==> src/rtl/lsu_pkg.sv <==
// Shared definitions for the load/store unit: funct3 encodings, FSM states and
// memory strobe polarity.
package lsu_pkg;

  localparam logic [2:0] F3_B  = 3'd0;
  localparam logic [2:0] F3_H  = 3'd1;
  localparam logic [2:0] F3_W  = 3'd2;
  localparam logic [2:0] F3_BU = 3'd4;
  localparam logic [2:0] F3_HU = 3'd5;

  localparam logic MEM_READ  = 1'b1;
  localparam logic MEM_WRITE = 1'b0;

  typedef enum logic [1:0] {
    IDLE,
    ACCESS,
    WRITE,
    RESP
  } state_e;

  // Stores have no unsigned variants, so anything above SW is illegal.
  function automatic logic f3_illegal(input logic we, input logic [2:0] f3);
    if (we) return f3 > F3_W;
    return !(f3 inside {F3_B, F3_H, F3_W, F3_BU, F3_HU});
  endfunction

endpackage

==> src/rtl/lsu_lane_fmt.sv <==
// Byte/half lane steering: load extraction with sign/zero extension, and the
// store merge used for read-modify-write of sub-word stores.
module lsu_lane_fmt
  import lsu_pkg::*;
(
  input  logic [31:0] rd_word,
  input  logic [31:0] wdata,
  input  logic [1:0]  lane,
  input  logic [2:0]  funct3,
  output logic [31:0] load_data,
  output logic [31:0] store_word
);

  logic [7:0]  byte_sel;
  logic [15:0] half_sel;

  assign byte_sel = rd_word[{lane, 3'b000} +: 8];
  assign half_sel = rd_word[{lane[1], 4'b0000} +: 16];

  always_comb begin
    case (funct3)
      F3_B:    load_data = {{24{byte_sel[7]}}, byte_sel};
      F3_BU:   load_data = {24'h0, byte_sel};
      F3_H:    load_data = {{16{half_sel[15]}}, half_sel};
      F3_HU:   load_data = {16'h0, half_sel};
      default: load_data = rd_word;
    endcase
  end

  // NOTE: the whole-word default comes first so every path assigns store_word and no latch is inferred.
  always_comb begin
    store_word = rd_word;
    case (funct3)
      F3_B:    store_word[{lane, 3'b000} +: 8]    = wdata[7:0];
      F3_H:    store_word[{lane[1], 4'b0000} +: 16] = wdata[15:0];
      default: store_word = wdata;
    endcase
  end

endmodule

==> src/rtl/lsu_dmem_ctrl.sv <==
// RV32I load/store initiator for a word-wide, write-low, combinational-read
// data memory; sub-word stores are done as read-modify-write.
module lsu_dmem_ctrl
  import lsu_pkg::*;
#(
  parameter int ADDR_W = 10,
  parameter int DATA_W = 32
) (
  input  logic              clk,
  input  logic              rst_n,
  input  logic              req_valid,
  output logic              req_ready,
  input  logic              req_we,
  input  logic [2:0]        req_funct3,
  input  logic [31:0]       req_addr,
  input  logic [DATA_W-1:0] req_wdata,
  output logic              rsp_valid,
  output logic [DATA_W-1:0] rsp_rdata,
  output logic              rsp_err,
  output logic              mem_r_wr,
  output logic [ADDR_W-1:0] mem_daddr,
  output logic [DATA_W-1:0] mem_din,
  input  logic [DATA_W-1:0] mem_dout
);

  state_e              state_q, state_d;
  logic                we_q, we_d;
  logic [2:0]          f3_q, f3_d;
  logic [1:0]          lane_q, lane_d;
  logic [DATA_W-1:0]   wdata_q, wdata_d;
  logic                mem_r_wr_q, mem_r_wr_d;
  logic [ADDR_W-1:0]   mem_daddr_q, mem_daddr_d;
  logic [DATA_W-1:0]   mem_din_q, mem_din_d;
  logic [DATA_W-1:0]   rsp_rdata_q, rsp_rdata_d;
  logic                rsp_err_q, rsp_err_d;

  logic                misaligned, out_of_range, req_err;
  logic [DATA_W-1:0]   load_data, store_word;

  assign misaligned   = (req_funct3[1:0] == 2'd1 && req_addr[0]) ||
                        (req_funct3[1:0] == 2'd2 && req_addr[1:0] != 2'b00);
  assign out_of_range = |req_addr[31:ADDR_W+2];
  assign req_err      = misaligned || out_of_range || f3_illegal(req_we, req_funct3);

  // The word is taken straight off the combinational read port during ACCESS
  // and lands in rsp_rdata_q (loads) or mem_din_q (stores) on the same edge.
  lsu_lane_fmt u_lane_fmt (
    .rd_word    (mem_dout),
    .wdata      (wdata_q),
    .lane       (lane_q),
    .funct3     (f3_q),
    .load_data  (load_data),
    .store_word (store_word)
  );

  always_comb begin
    state_d     = state_q;
    we_d        = we_q;
    f3_d        = f3_q;
    lane_d      = lane_q;
    wdata_d     = wdata_q;
    mem_r_wr_d  = MEM_READ;
    mem_daddr_d = mem_daddr_q;
    mem_din_d   = mem_din_q;
    rsp_rdata_d = rsp_rdata_q;
    rsp_err_d   = rsp_err_q;
    case (state_q)
      IDLE: begin
        if (req_valid) begin
          we_d    = req_we;
          f3_d    = req_funct3;
          lane_d  = req_addr[1:0];
          wdata_d = req_wdata;
          if (req_err) begin
            rsp_err_d   = 1'b1;
            rsp_rdata_d = '0;
            state_d     = RESP;
          end else begin
            mem_daddr_d = req_addr[ADDR_W+1:2];
            state_d     = ACCESS;
          end
        end
      end
      ACCESS: begin
        if (we_q) begin
          mem_din_d  = store_word;
          mem_r_wr_d = MEM_WRITE;
          state_d    = WRITE;
        end else begin
          rsp_rdata_d = load_data;
          rsp_err_d   = 1'b0;
          state_d     = RESP;
        end
      end
      WRITE: begin
        rsp_rdata_d = '0;
        rsp_err_d   = 1'b0;
        state_d     = RESP;
      end
      RESP:    state_d = IDLE;
      default: state_d = IDLE;
    endcase
  end

  // NOTE: sequential state uses non-blocking assignments so every flop samples pre-edge values.
  always_ff @(posedge clk or negedge rst_n) begin
    if (!rst_n) begin
      state_q     <= IDLE;
      we_q        <= 1'b0;
      f3_q        <= 3'd0;
      lane_q      <= 2'd0;
      wdata_q     <= '0;
      mem_r_wr_q  <= MEM_READ;
      mem_daddr_q <= '0;
      mem_din_q   <= '0;
      rsp_rdata_q <= '0;
      rsp_err_q   <= 1'b0;
    end else begin
      state_q     <= state_d;
      we_q        <= we_d;
      f3_q        <= f3_d;
      lane_q      <= lane_d;
      wdata_q     <= wdata_d;
      mem_r_wr_q  <= mem_r_wr_d;
      mem_daddr_q <= mem_daddr_d;
      mem_din_q   <= mem_din_d;
      rsp_rdata_q <= rsp_rdata_d;
      rsp_err_q   <= rsp_err_d;
    end
  end

  assign req_ready = (state_q == IDLE);
  assign rsp_valid = (state_q == RESP);
  assign mem_r_wr  = mem_r_wr_q;
  assign mem_daddr = mem_daddr_q;
  assign mem_din   = mem_din_q;
  assign rsp_rdata = rsp_rdata_q;
  assign rsp_err   = rsp_err_q;

  a_write_only_in_write: assert property (@(posedge clk) disable iff (!rst_n)
    (mem_r_wr_q == MEM_WRITE) |-> (state_q == WRITE));

endmodule

==> config.mk <==
export PLATFORM = sky130hd
export DESIGN_NAME = lsu_dmem_ctrl
export DESIGN_NICKNAME = d
export VERILOG_FILES = /design/src/rtl/lsu_pkg.sv /design/src/rtl/lsu_lane_fmt.sv /design/src/rtl/lsu_dmem_ctrl.sv
export SDC_FILE = /design/constraint.sdc
export NUM_CORES = 1
export LEC_CHECK = 0
export BUFFER_PORTS_ARGS = -buffer_cell sky130_fd_sc_hd__buf_2
export CORE_UTILIZATION = 43
export CTS_CLUSTER_DIAMETER = 80
export DETAILED_ROUTE_END_ITERATION = 8
export PLACE_DENSITY = 0.68
export SLEW_MARGIN = 0
export SYNTH_ARGS = -nofsm -noshare
export SYNTH_HDL_FRONTEND = slang
export SYNTH_SLANG_ARGS = --single-unit
==> constraint.sdc <==
create_clock -name clk -period 2.87 [get_ports clk]
set_input_delay 0.574 -clock clk [delete_from_list [all_inputs] [get_ports clk]]
set_output_delay 0.574 -clock clk [all_outputs]
set_load 0.02 [all_outputs]
# Word level (Yosys, flattened, before mapping)
# Cells that the tools add are included.
[totals]
ff_bits = 116
output_inout_bits = 78
elab_cells = 73
[classes]
n_addsub = 2
order_cmp = 1
n_eq_ne = 15
shift = 6
muxes = 21
n_bitwise = 1
reduce_logical = 17
[ops]
columns = ["operator", "n"]
rows = [
  ["case mux 32 bit (4 select lines)", 1],
  ["2-to-1 mux 32 bit", 3],
  ["case mux 32 bit (3 select lines)", 1],
  ["bitwise mux 32 bit", 2],
  ["case mux 32 bit (2 select lines)", 1],
  ["variable shift 16 x 7 -> 32 bit (first input constant)", 1],
  ["variable shift 8 x 7 -> 32 bit (first input constant)", 1],
  ["variable part select 16 x 7 -> 32 bit", 1],
  ["variable part select 32 x 6 -> 16 bit", 1],
  ["variable part select 32 x 6 -> 8 bit", 1],
  ["variable part select 8 x 7 -> 32 bit", 1],
  ["OR reduction 20 bit", 1],
  ["negation 5 -> 7 bit", 2],
  ["equality test 3 bit (second input constant)", 4],
  ["2-to-1 mux 1 bit", 9],
  ["case mux 2 bit (4 select lines)", 1],
  ["equality test 2 bit (second input constant)", 3],
  ["equality test 3 x 1 -> 1 bit (second input constant)", 2],
  ["logical NOT 3 bit", 2],
  ["nonzero test 5 bit", 1],
  ["equality test 2 x 1 -> 1 bit (second input constant)", 2],
  ["2-to-1 mux 2 bit", 2],
  ["inequality test 2 bit (second input constant)", 2],
  ["AND reduction 2 bit", 2],
  ["13 further kinds", 16],
]

# Logic depth before layout (Yosys ltp)
# Gate-level depths: netlist of the first run.
[logic_depth]
ltp_word = 8
mapped_depth = 10

# Cells and area by module
# From an unflattened synthesis of the first run, not the netlist that was laid out.
[unflattened]
cells_unflattened = 794
hier_area_um2 = 7161.9
[modules_own_cells]
columns = ["module", "n_inst", "cells_each", "area_each_um2"]
rows = [
  ["lsu_dmem_ctrl", 1, 542, 5455.2],
  ["lsu_lane_fmt", 1, 252, 1706.6],
]

# Worst setup path after synthesis of the first run
# OpenSTA, ideal clock, no wires.
[synth_timing]
path_type = "register -> register"
startpoint = "reg lane_q[0]"
endpoint = "reg mem_din_q[0], in the netlist mem_din[0]"
arrival_time_ps = 2300
path_slack_ps = 498
stages_incl_launch_ff = 9
period_less_slack_ps = 2372
path_cell_list = "dfrtp_1 -> buf_2 -> buf_2 -> inv_1 -> ha_1 -> or4b_2 -> nand3_1 -> a221oi_1 -> nor2_1"
[synth_between]
elab_chain_len = 4
elab_cells_between_ends = 5
[synth_lines]
columns = ["item", "line", "rtl"]
rows = [
  ["start, declared", "lsu_dmem_ctrl.sv:29", "logic [1:0] lane_q, lane_d;"],
  ["start signal, assigned", "lsu_dmem_ctrl.sv:122", "lane_q <= lane_d;"],
  ["negation 5 -> 7 bit *", "lsu_lane_fmt.sv:34", "F3_B: store_word[{lane, 3'b000} +: 8] = wdata[7:0];"],
  ["variable part select 8 x 7 -> 32 bit / variable shift 8 x 7 -> 32 bit (equally long branches)", "lsu_lane_fmt.sv:34", ""],
  ["bitwise mux 32 bit *", "lsu_lane_fmt.sv:34", ""],
  ["case mux 32 bit (2 select lines) *", "lsu_lane_fmt.sv:33", "case (funct3)"],
  ["end signal, assigned", "lsu_dmem_ctrl.sv:126", "mem_din_q <= mem_din_d;"],
  ["end, declared", "lsu_dmem_ctrl.sv:33", "logic [DATA_W-1:0] mem_din_q, mem_din_d;"],
]
# Mark *: on every way between the ends. The rest lies on a longest branch, timed or not.
# A chain may end at the register's enable or synchronous reset.

# Worst setup path in the final report of the first run
[layout_timing]
startpoint = "reg state_q[1]"
endpoint = "reg rsp_rdata_q[22], in the netlist rsp_rdata[22]"
[layout_between]
elab_chain_len = 3
elab_cells_between_ends = 9
[layout_lines]
columns = ["item", "line", "rtl"]
rows = [
  ["start, declared", "lsu_dmem_ctrl.sv:26", "state_e state_q, state_d;"],
  ["start signal, assigned", "lsu_dmem_ctrl.sv:119", "state_q <= state_d;"],
  ["equality test 2 x 1 -> 1 bit (tied with other cells)", "lsu_dmem_ctrl.sv:67", "case (state_q)"],
  ["inequality test 2 bit (no line) (tied with other cells)", "n/a", ""],
  ["AND reduction 4 bit (no line)", "n/a", ""],
  ["end signal, assigned", "lsu_dmem_ctrl.sv:127", "rsp_rdata_q <= rsp_rdata_d;"],
  ["end, declared", "lsu_dmem_ctrl.sv:34", "logic [DATA_W-1:0] rsp_rdata_q, rsp_rdata_d;"],
]
# Parallel ways exist; a longest one is shown, timed or not.

==> results.sh, run 1 <==
export IMPL_synth_main_ff_cell="dfrtp_1"
export IMPL_status="complete, no violations"
export IMPL_syn_area_mm2=0.00618
export IMPL_tns_ns=0
export IMPL_first_iter_violations=335
export IMPL_cts_root_buf="clkbuf_16"
export IMPL_synth_seq_area_share=0.470
export IMPL_io_buffers=180
export IMPL_fin_crit_sh=0.847
export IMPL_power_density_mw_per_mm2=1170
export IMPL_wire_per_inst_um=18.7
export IMPL_slew_violations=0
export IMPL_cts_tree="yes"
export IMPL_netlist_instances=621
export IMPL_synth_area_per_cell_um2=9.95
export IMPL_cts_made_buffers=17
export IMPL_nets=900
export IMPL_antenna_found_initial=0
export IMPL_cts_sinks=116
export IMPL_crit_type="register to register"
export IMPL_die_area_mm2=0.0148
export IMPL_fin_area_mm2=0.00779
export IMPL_maxCapViolCount=0
export IMPL_grt_pass1_wl_mm=28.6
export IMPL_track_usage=0.256
export IMPL_synth_top_area_frac=0.466
export IMPL_worstPathMaxFanout=16
export IMPL_placed_cell_area_mm2=0.00723
export IMPL_gp_congestion=0.924
export IMPL_start_util=0.443
export IMPL_postCtsSetupBuffers=0
export IMPL_worst_slew_pin_slew_ns=0.985
export IMPL_htree_num_levels=4
export IMPL_finalHoldViolations=0
export IMPL_arrival_ns=2.78
export IMPL_skew_ns=0.00638
export IMPL_whs_ns=0.140
export IMPL_cp_end_kind="register"
export IMPL_wl_mm=18.4
export IMPL_firstDrtPassIters=7
export IMPL_ys_warnings_count=0
export IMPL_synthArstFlopShare=1.00
export IMPL_yosysTopAreaCell="dfrtp_1"
export IMPL_cts_buffer_depth=2
export IMPL_final_util=0.559
export IMPL_n_antenna_cell=0
export IMPL_synthTopCellsByArea="dfrtp_1 (47%), mux2_2 (12%), o21ai_0 (6.2%)"
export IMPL_via_per_inst=5.80
export IMPL_first_global_vias=5407
export IMPL_yosys_register_bits=116
export IMPL_ys_types=46
export IMPL_clk_insertion_delay_late_ns=0.41
export IMPL_grt_max_degree=52
export IMPL_finalSetupViolations=0
export IMPL_vias=5698
export IMPL_fp_dieW_um=122
export IMPL_cp_start_kind="register"
export IMPL_num_rows=43
export IMPL_required_ns=3.22
export IMPL_synth_edf_count=0
export IMPL_hold_path_class="primary input to async pin"
export IMPL_synthesis_nets=732
export IMPL_core_area_mm2=0.0139
export IMPL_drc_errors=0
export IMPL_post_synth_top_count_cell="dfrtp_1"
export IMPL_cts_clk_slew_worst_paths_ns=0.05
export IMPL_drive_above_1_share=0.369
export IMPL_drtAntennaViolNets=0
export IMPL_timing_slew_headroom=0.340
export IMPL_gr_total_overflow=0
export IMPL_cts_resized=0
export IMPL_cts_hold_buf=0
export IMPL_area_delta_synth_final_pct=26.2
export IMPL_period_needed_ns=2.43
export IMPL_die_h_um=122
export IMPL_pin_count=181
export IMPL_dp_final_hpwl_mm=13.7
export IMPL_max_freq_ghz=0.411
export IMPL_grt_setup_unrepaired="false"
export IMPL_synthTopCellsByCount="dfrtp_1 (115), o21ai_0 (77), mux2_2 (66)"
export IMPL_leakagePower_nw=3.67
export IMPL_ir_drop_uv=569
## where the power goes
group / switching, mW / internal [mW] / total, mW
combinational: 2.57 / 1.63 / 4.21
sequential: 0.568 / 2.33 / 2.90
clock: 0.718 / 1.29 / 2.01
total: 3.86 / 5.26 / 9.12
## path summary, 6_finish.rpt
kind	start	endpoint	slack [ns]	cells past startpoint
max reg2reg	state_q[1]	rsp_rdata[22]	0.44	7
min in group clk	req_addr[6]	mem_daddr[4]	0.39	2
min reg2reg	mem_din[23]	mem_din[23]	0.47	2
max in group asynchronous	rst_n	mem_daddr[0]	1.97	2
min	rst_n	wdata_q[20]	0.14	1
max	state_q[1]	rsp_rdata[22]	0.44	7
## cell usage in the layout (no fill, tap or decap), types with 2 or more instances in the layout
cell          n
nor4_1        6
or3_1         2
o21ai_1      15
nand2b_1     24
buf_4        14
nor2b_1      21
inv_1         5
o31ai_1       8
nor2_1       33
o21ai_0      77
nand3_1       5
mux2_2       66
a221oi_1     20
clkbuf_16    17
buf_2       179
dfrtp_1     115
nor3_1        9
bufinv_16     2
nand2_1      56
a21oi_1      37
a22o_1       16
clkinvlp_4    3
buf_12        2
clkinv_2      5
o221ai_1      3
ha_1          8
clkbuf_1      4
mux2i_1      14
o211ai_1      6
nand4_1       2
or2_2         2
o22ai_1       6
nor4b_1       3
## worst max-delay path, stage by stage, from the launching register on
cell and delay [ns]:
dfrtp_1 0.39, inv_1 0.09, ha_1 0.28, nor4b_1 0.18, nand4_1 0.12, o21ai_1 0.19, nor3_2 0.85, a22o_1 0.26
## per-stage QoR
stage / power, mW / setup WS (ns) / cells
floorplan: 5.78 / 0.498 / 621
global placement: 6.97 / 0.504 / 950
detailed placement: 7.11 / 0.402 / 950
CTS: 9.15 / 0.423 / 982
global route: 9.73 / 0.225 / 982
finish: 9.12 / 0.439 / 982
## per-layer routing
layer / vias up / global-route usage / part of all wire
li1: 2605 / - / -
met5: - / 0 / 0
met4: 0 / 0.124 / 0.028
met1: 2768 / 0.340 / 0.43
met2: 281 / 0.404 / 0.48
met3: 44 / 0.0445 / 0.069
## cell type report
type	instances	area, um2
repair buffers	195	1040
flip-flops and latches	116	2900
clock inverters	10	108
inverters	6	22.5
multi-input cells	453	3040
fillers	1276	6140
well taps	180	225
clock buffers	22	454
## state kept, by name, indices dropped and copies added (netlist names)
name / flops
f3_q: 3
lane_q: 2
mem_daddr: 10
mem_din: 32
mem_r_wr: 1
rsp_err: 1
rsp_rdata: 32
state_q: 2
wdata_q: 32
we_q: 1
## kinds of logic after synthesis
kind of cell / share of synthesized area
AOI/OAI and AO/OA: 0.189
and+or+nand+nor: 0.140
DFF: 0.470
muxes: 0.147
buffers and inverters: 0.0377
adders and majority gates: 0.0162
Power figures use the tool's default switching activity.
==> run 2, diff against run 1 <==
ABC_AREA = 1   (was not set)
PLACE_DENSITY = 0.7   (was 0.68)
clock period = 2.2 ns   (was 2.87 ns; I/O delays follow)
==> results.sh, run 2 <==
export IMPL_status="complete, no violations"
export IMPL_timing_slew_headroom=0.612
export IMPL_grt_setup_unrepaired="false"
export IMPL_drc_errors=0
export IMPL_dr_wl_met3_mm=1.88
export IMPL_wl_mm=20.7
export IMPL_firstDrtPassIters=5
export IMPL_worst_slack_ns=0.244
export IMPL_num_rows=45
export IMPL_yosys_register_bits=116
export IMPL_synth_seq_area_share=0.436
export IMPL_track_usage=0.270
export IMPL_gr_total_overflow=0
export IMPL_antenna_found_initial=0
export IMPL_crit_slowest_cell="ha_1"
export IMPL_tns_ns=0
export IMPL_fillers=1515
export IMPL_cts_buffer_depth=2
export IMPL_slowest_delay_ns=0.47
export IMPL_leakagePower_nw=4.62
export IMPL_critPathBufInv=2
export IMPL_maxCapViolCount=0
export IMPL_synthArstFlopShare=1.00
export IMPL_drtAntennaViolNets=0
export IMPL_io_buffers=180
export IMPL_finalSetupViolations=0
export IMPL_route_met2_wl_mm=9.17
export IMPL_crit_family="simple AND/OR/NAND/NOR gates"
export IMPL_period_needed_ns=1.96
export IMPL_cts_made_buffers=17
export IMPL_first_iter_violations=607
export IMPL_synth_main_ff_cell="dfrtp_1"
export IMPL_crit_path_cell_trace="inv_1 > ha_1 > inv_2 > nor2_1 > nand2_1 > nand2_1 > nand2_1 > o211ai_1 > nand2_1 > nand2_1"
export IMPL_drive_above_1_share=0.228
export IMPL_synthTopCellsByCount="nand2_1 (316), a21oi_1 (121), dfrtp_1 (115)"
export IMPL_cpMostUsedCell="nand2_1"
export IMPL_dp_final_hpwl_mm=15.1
export IMPL_first_global_vias=6410
export IMPL_ys_warnings_count=0
export IMPL_arrival_ns=2.31
export IMPL_synth_compound_area_frac=0.172
export IMPL_cts_tree="yes"
export IMPL_synth_top_area_frac=0.432
export IMPL_fp_dieW_um=127
export IMPL_vias=6951
export IMPL_start_util=0.440
export IMPL_required_ns=2.56
export IMPL_syn_area_mm2=0.00667
export IMPL_cp_end_kind="register"
export IMPL_synth_edf_count=0
export IMPL_ys_types=30
export IMPL_synth_top_family_by_area="simple AND/OR/NAND/NOR gates"
export IMPL_cp_start_kind="register"
export IMPL_max_freq_ghz=0.511
export IMPL_core_area_mm2=0.0151
export IMPL_nets=1235
export IMPL_post_synth_top_count_cell="nand2_1"
export IMPL_die_area_mm2=0.0160
export IMPL_synth_area_per_cell_um2=7.01
export IMPL_ir_drop_uv=723
export IMPL_routed_top_layer="met4"
export IMPL_finalHoldViolations=0
export IMPL_synthesis_nets=1062
export IMPL_die_h_um=127
export IMPL_cts_root_buf="clkbuf_16"
export IMPL_final_common_cell="nand2_1"
export IMPL_crit_type="register to register"
export IMPL_yosysTopAreaCell="dfrtp_1"
export IMPL_dp_slack_ns=0.117
export IMPL_final_util=0.558
export IMPL_area_delta_synth_final_pct=26.7
export IMPL_slew_violations=0
export IMPL_fin_crit_sh=0.889
export IMPL_synth_mux_area_frac=0
export IMPL_synthTopCellsByArea="dfrtp_1 (43%), nand2_1 (18%), a21oi_1 (9.1%)"
export IMPL_clk_insertion_delay_late_ns=0.42
export IMPL_synth_simple_area_share=0.288
export IMPL_via_per_inst=5.25
export IMPL_worstPathMaxFanout=10
export IMPL_wire_per_inst_um=15.7
export IMPL_gp_congestion=0.964
export IMPL_grt_max_degree=77
export IMPL_cts_sinks=116
export IMPL_worst_slew_pin_slew_ns=0.581
export IMPL_htree_num_levels=4
export IMPL_hold_path_class="primary input to register"
export IMPL_skew_ns=0.00894
export IMPL_met1_length_mm=9.15
export IMPL_final_cell_mix="nand2_1 (314), buf_2 (179), a21oi_1 (121)"
export IMPL_synth_fa_ha_area_frac=0.0150
export IMPL_power_density_mw_per_mm2=1510
export IMPL_pin_count=181
export IMPL_synth_xor_area_frac=0
export IMPL_cts_clk_slew_worst_paths_ns=0.05
export IMPL_netlist_instances=951
export IMPL_n_antenna_cell=0
export IMPL_grt_pass1_wl_mm=33.3
==> run 2: changes by cell type in the layout (fill, tap and decap cells not counted), moves of 21 or more <==
cell and delta:
nand2_1 +258, a21oi_1 +84, inv_1 +72, mux2_2 -66, nor2_1 +52, nand3_1 +48
nand2b_1 -24, nor2b_1 -21
==> run 2: logic make-up after synthesis <==
group | after synthesis
buf+inv | 136
flops | 116
compound gates | 217
simple gates | 474
fa+ha+maj | 8
==> run 2: metal layers <==
metal | GRT usage | vias to the layer above
met2 | 0.407 | 311
met5 | 0 | -
met1 | 0.365 | 3191
li1 | - | 3409
met4 | 0.109 | 0
met3 | 0.0755 | 40
==> run 2: repair_timing <==
item,in CTS,in global routing
hold buffers,1,0
setup endpoints to repair,0,26
buffers inserted,0,0
resized for setup,0,1
endpoints found under the hold margin,27,0
==> run 2: worst paths after layout <==
kind                              startpoint      endpoint  slack (ns)  cells after the start
worst max-delay path               lane_q[0]   mem_din[23]        0.24                     10
worst min register to register  mem_daddr[0]  mem_daddr[0]        0.47                      2
worst max register to register     lane_q[0]   mem_din[23]        0.24                     10
worst min-delay path             req_addr[2]  mem_daddr[0]        0.26                      3
min in group asynchronous              rst_n  rsp_rdata[6]        0.52                      2
max in group asynchronous              rst_n      mem_r_wr        1.05                      3
==> run 2: tightest hold or removal path, stage by stage <==
cell and delay, ns:
buf_2 0.08, nand3_1 0.07, nand2_1 0.06
==> run 2: power by group <==
group          internal [mW]  switching (mW)
Combinational           1.95            4.18
Clock                   2.04           0.969
Sequential              3.07           0.530
Total                   7.06            5.68
==> run 2: per-stage QoR <==
| step | instance area, um2 | std cells | hold WS [ns] | total power, mW |
|---|---|---|---|---|
| 2_1_floorplan | 6670 | 951 | 0.144 | 7.84 |
| 3_3_place_gp | 7790 | 1292 | 0.417 | 9.61 |
| 3_5_place_dp | 7790 | 1292 | 0.418 | 9.69 |
| 4_1_cts | 8440 | 1325 | 0.235 | 12.8 |
| 5_1_grt | 8450 | 1325 | 0.258 | 13.7 |
| 6_report | 8450 | 1325 | 0.255 | 12.7 |
==> run 2: area by class of cell <==
type	count	area (um2)	area share
clock buffers	24	502	0.0594
clock inverters	8	145	0.0172
inverters	82	308	0.0364
multi-input cells	699	3180	0.376
flip-flops and latches	116	2900	0.344
well taps	188	235	0.0278
repair buffers	208	1180	0.140
==> run 3, diff against run 2 <==
ABC_AREA = not set   (was 1)
PLACE_DENSITY = 0.71   (was 0.7)
==> results.sh, run 3 (same netlist as run 1, synthesis figures left out) <==
export IMPL_cts_made_buffers=17
export IMPL_worst_slack_ns=0.135
export IMPL_num_rows=43
export IMPL_first_iter_violations=487
export IMPL_via_per_inst=5.81
export IMPL_worstPathMaxFanout=6
export IMPL_cts_clk_slew_worst_paths_ns=0.06
export IMPL_final_common_cell="buf_2"
export IMPL_intPower_mw=7.22
export IMPL_grt_max_degree=117
export IMPL_final_cell_mix="buf_2 (180), dfrtp_1 (115), o21ai_0 (74)"
export IMPL_leakagePower_nw=3.78
export IMPL_n_antenna_cell=0
export IMPL_hold_path_class="primary input to async pin"
export IMPL_drc_errors=0
export IMPL_track_usage=0.265
export IMPL_cts_root_buf="clkbuf_16"
export IMPL_worst_slew_pin_slew_ns=0.628
export IMPL_pin_count=181
export IMPL_max_freq_ghz=0.484
export IMPL_crit_type="register to register"
export IMPL_gr_total_overflow=0
export IMPL_grt_pass1_wl_mm=29.4
export IMPL_fin_area_mm2=0.00802
export IMPL_cts_sinks=116
export IMPL_nets=912
export IMPL_power_density_mw_per_mm2=1550
export IMPL_arrival_ns=2.37
export IMPL_p_seq_frac=0.301
export IMPL_die_area_mm2=0.0148
export IMPL_cp_start_kind="register"
export IMPL_skew_ns=0.00669
export IMPL_cts_tree="yes"
export IMPL_dp_final_hpwl_mm=13.9
export IMPL_switchingPower_mw=5.23
export IMPL_core_area_mm2=0.0139
export IMPL_fin_crit_sh=0.939
export IMPL_vias=5773
export IMPL_wire_per_inst_um=19.4
export IMPL_die_h_um=122
export IMPL_finalSetupViolations=0
export IMPL_fp_dieW_um=122
export IMPL_gp_congestion=0.911
export IMPL_status="complete, no violations"
export IMPL_maxCapViolCount=0
export IMPL_final_cells=994
export IMPL_htree_num_levels=4
export IMPL_area_delta_synth_final_pct=29.9
export IMPL_first_global_vias=5525
export IMPL_clock_power_share=0.228
export IMPL_io_buffers=180
export IMPL_swShare=0.420
export IMPL_fillers=1241
export IMPL_finalHoldViolations=0
export IMPL_register_area_mm2=0.00290
export IMPL_clk_insertion_delay_late_ns=0.42
export IMPL_ir_drop_uv=773
export IMPL_drive_above_1_share=0.391
export IMPL_multi_input_area_mm2=0.00307
export IMPL_timing_slew_headroom=0.581
export IMPL_final_util=0.576
export IMPL_dp_slack_ns=-0.193
export IMPL_combPwrFrac=0.471
export IMPL_cts_buffer_depth=2
export IMPL_slew_violations=0
export IMPL_firstDrtPassIters=5
export IMPL_placed_cell_area_mm2=0.00734
export IMPL_cp_end_kind="register"
export IMPL_wl_mm=19.3
export IMPL_required_ns=2.50
export IMPL_antenna_found_initial=0
export IMPL_dp_cells=960
export IMPL_start_util=0.443
export IMPL_period_needed_ns=2.06
export IMPL_drtAntennaViolNets=0
run 3: power groups by stage:
stage                     Combinational [mW]  Sequential, mW  Clock [mW]
after floorplan                         3.38            4.17           0
after global placement                  5.57            3.69           0
after detailed placement                5.72            3.75           0
after CTS                               5.77            3.72        2.89
after global routing                    6.40            3.84        2.98
final                                   5.87            3.74        2.83
run 3: path summary, 6_finish.rpt:
check	start	endpoint	slack (ns)	depth (start not counted)
min in group clk	req_wdata[27]	wdata_q[27]	0.25	2
max reg2reg	state_q[1]	mem_daddr[7]	0.14	7
min	rst_n	mem_din[17]	0.10	2
max	state_q[1]	mem_daddr[7]	0.14	7
min reg2reg	rsp_rdata[3]	rsp_rdata[3]	0.48	2
max in group asynchronous	rst_n	f3_q[0]	1.61	2
run 3: worst max-delay path: stages, from the launching register on:
cell and delay, ns:
dfrtp_1 0.42, inv_1 0.11, ha_2 0.24, nor4b_2 0.25, nand4_1 0.14, nor3_2 0.24, buf_2 0.22, mux2_2 0.34
run 3: area by class of cell:
class,count,area share
Multi-Input combinational cell,453,0.383
Clock inverter,14,0.0220
Inverter,6,0.00281
Tap cell,180,0.0281
Sequential cell,116,0.362
Clock buffer,18,0.0547
Timing Repair Buffer,207,0.147
run 3: what timing repair did:
action / CTS / global route
pin swaps: 0 / 2
endpoints found under the setup margin: 16 / 39
gates cloned: 0 / 1
gates resized for setup: 1 / 14
hold buffers: 0 / 0
buffers inserted: 0 / 1
run 3: metal layers:
metal,vias to the layer above,share of wire,track usage
li1,2636,-,-
met1,2776,0.41,0.348
met2,305,0.47,0.416
met3,56,0.073,0.0463
met4,0,0.041,0.143
met5,-,0,0
run 3: through the flow:
stage	setup TNS, ns	hold WS (ns)	power (mW)
3_5_place_dp	-2.57	0.469	9.46
4_1_cts	0	0.128	12.4
2_1_floorplan	0	0.144	7.55
6_report	0	0.104	12.4
3_3_place_gp	-0.0135	0.464	9.26
5_1_grt	-0.0793	0.140	13.2
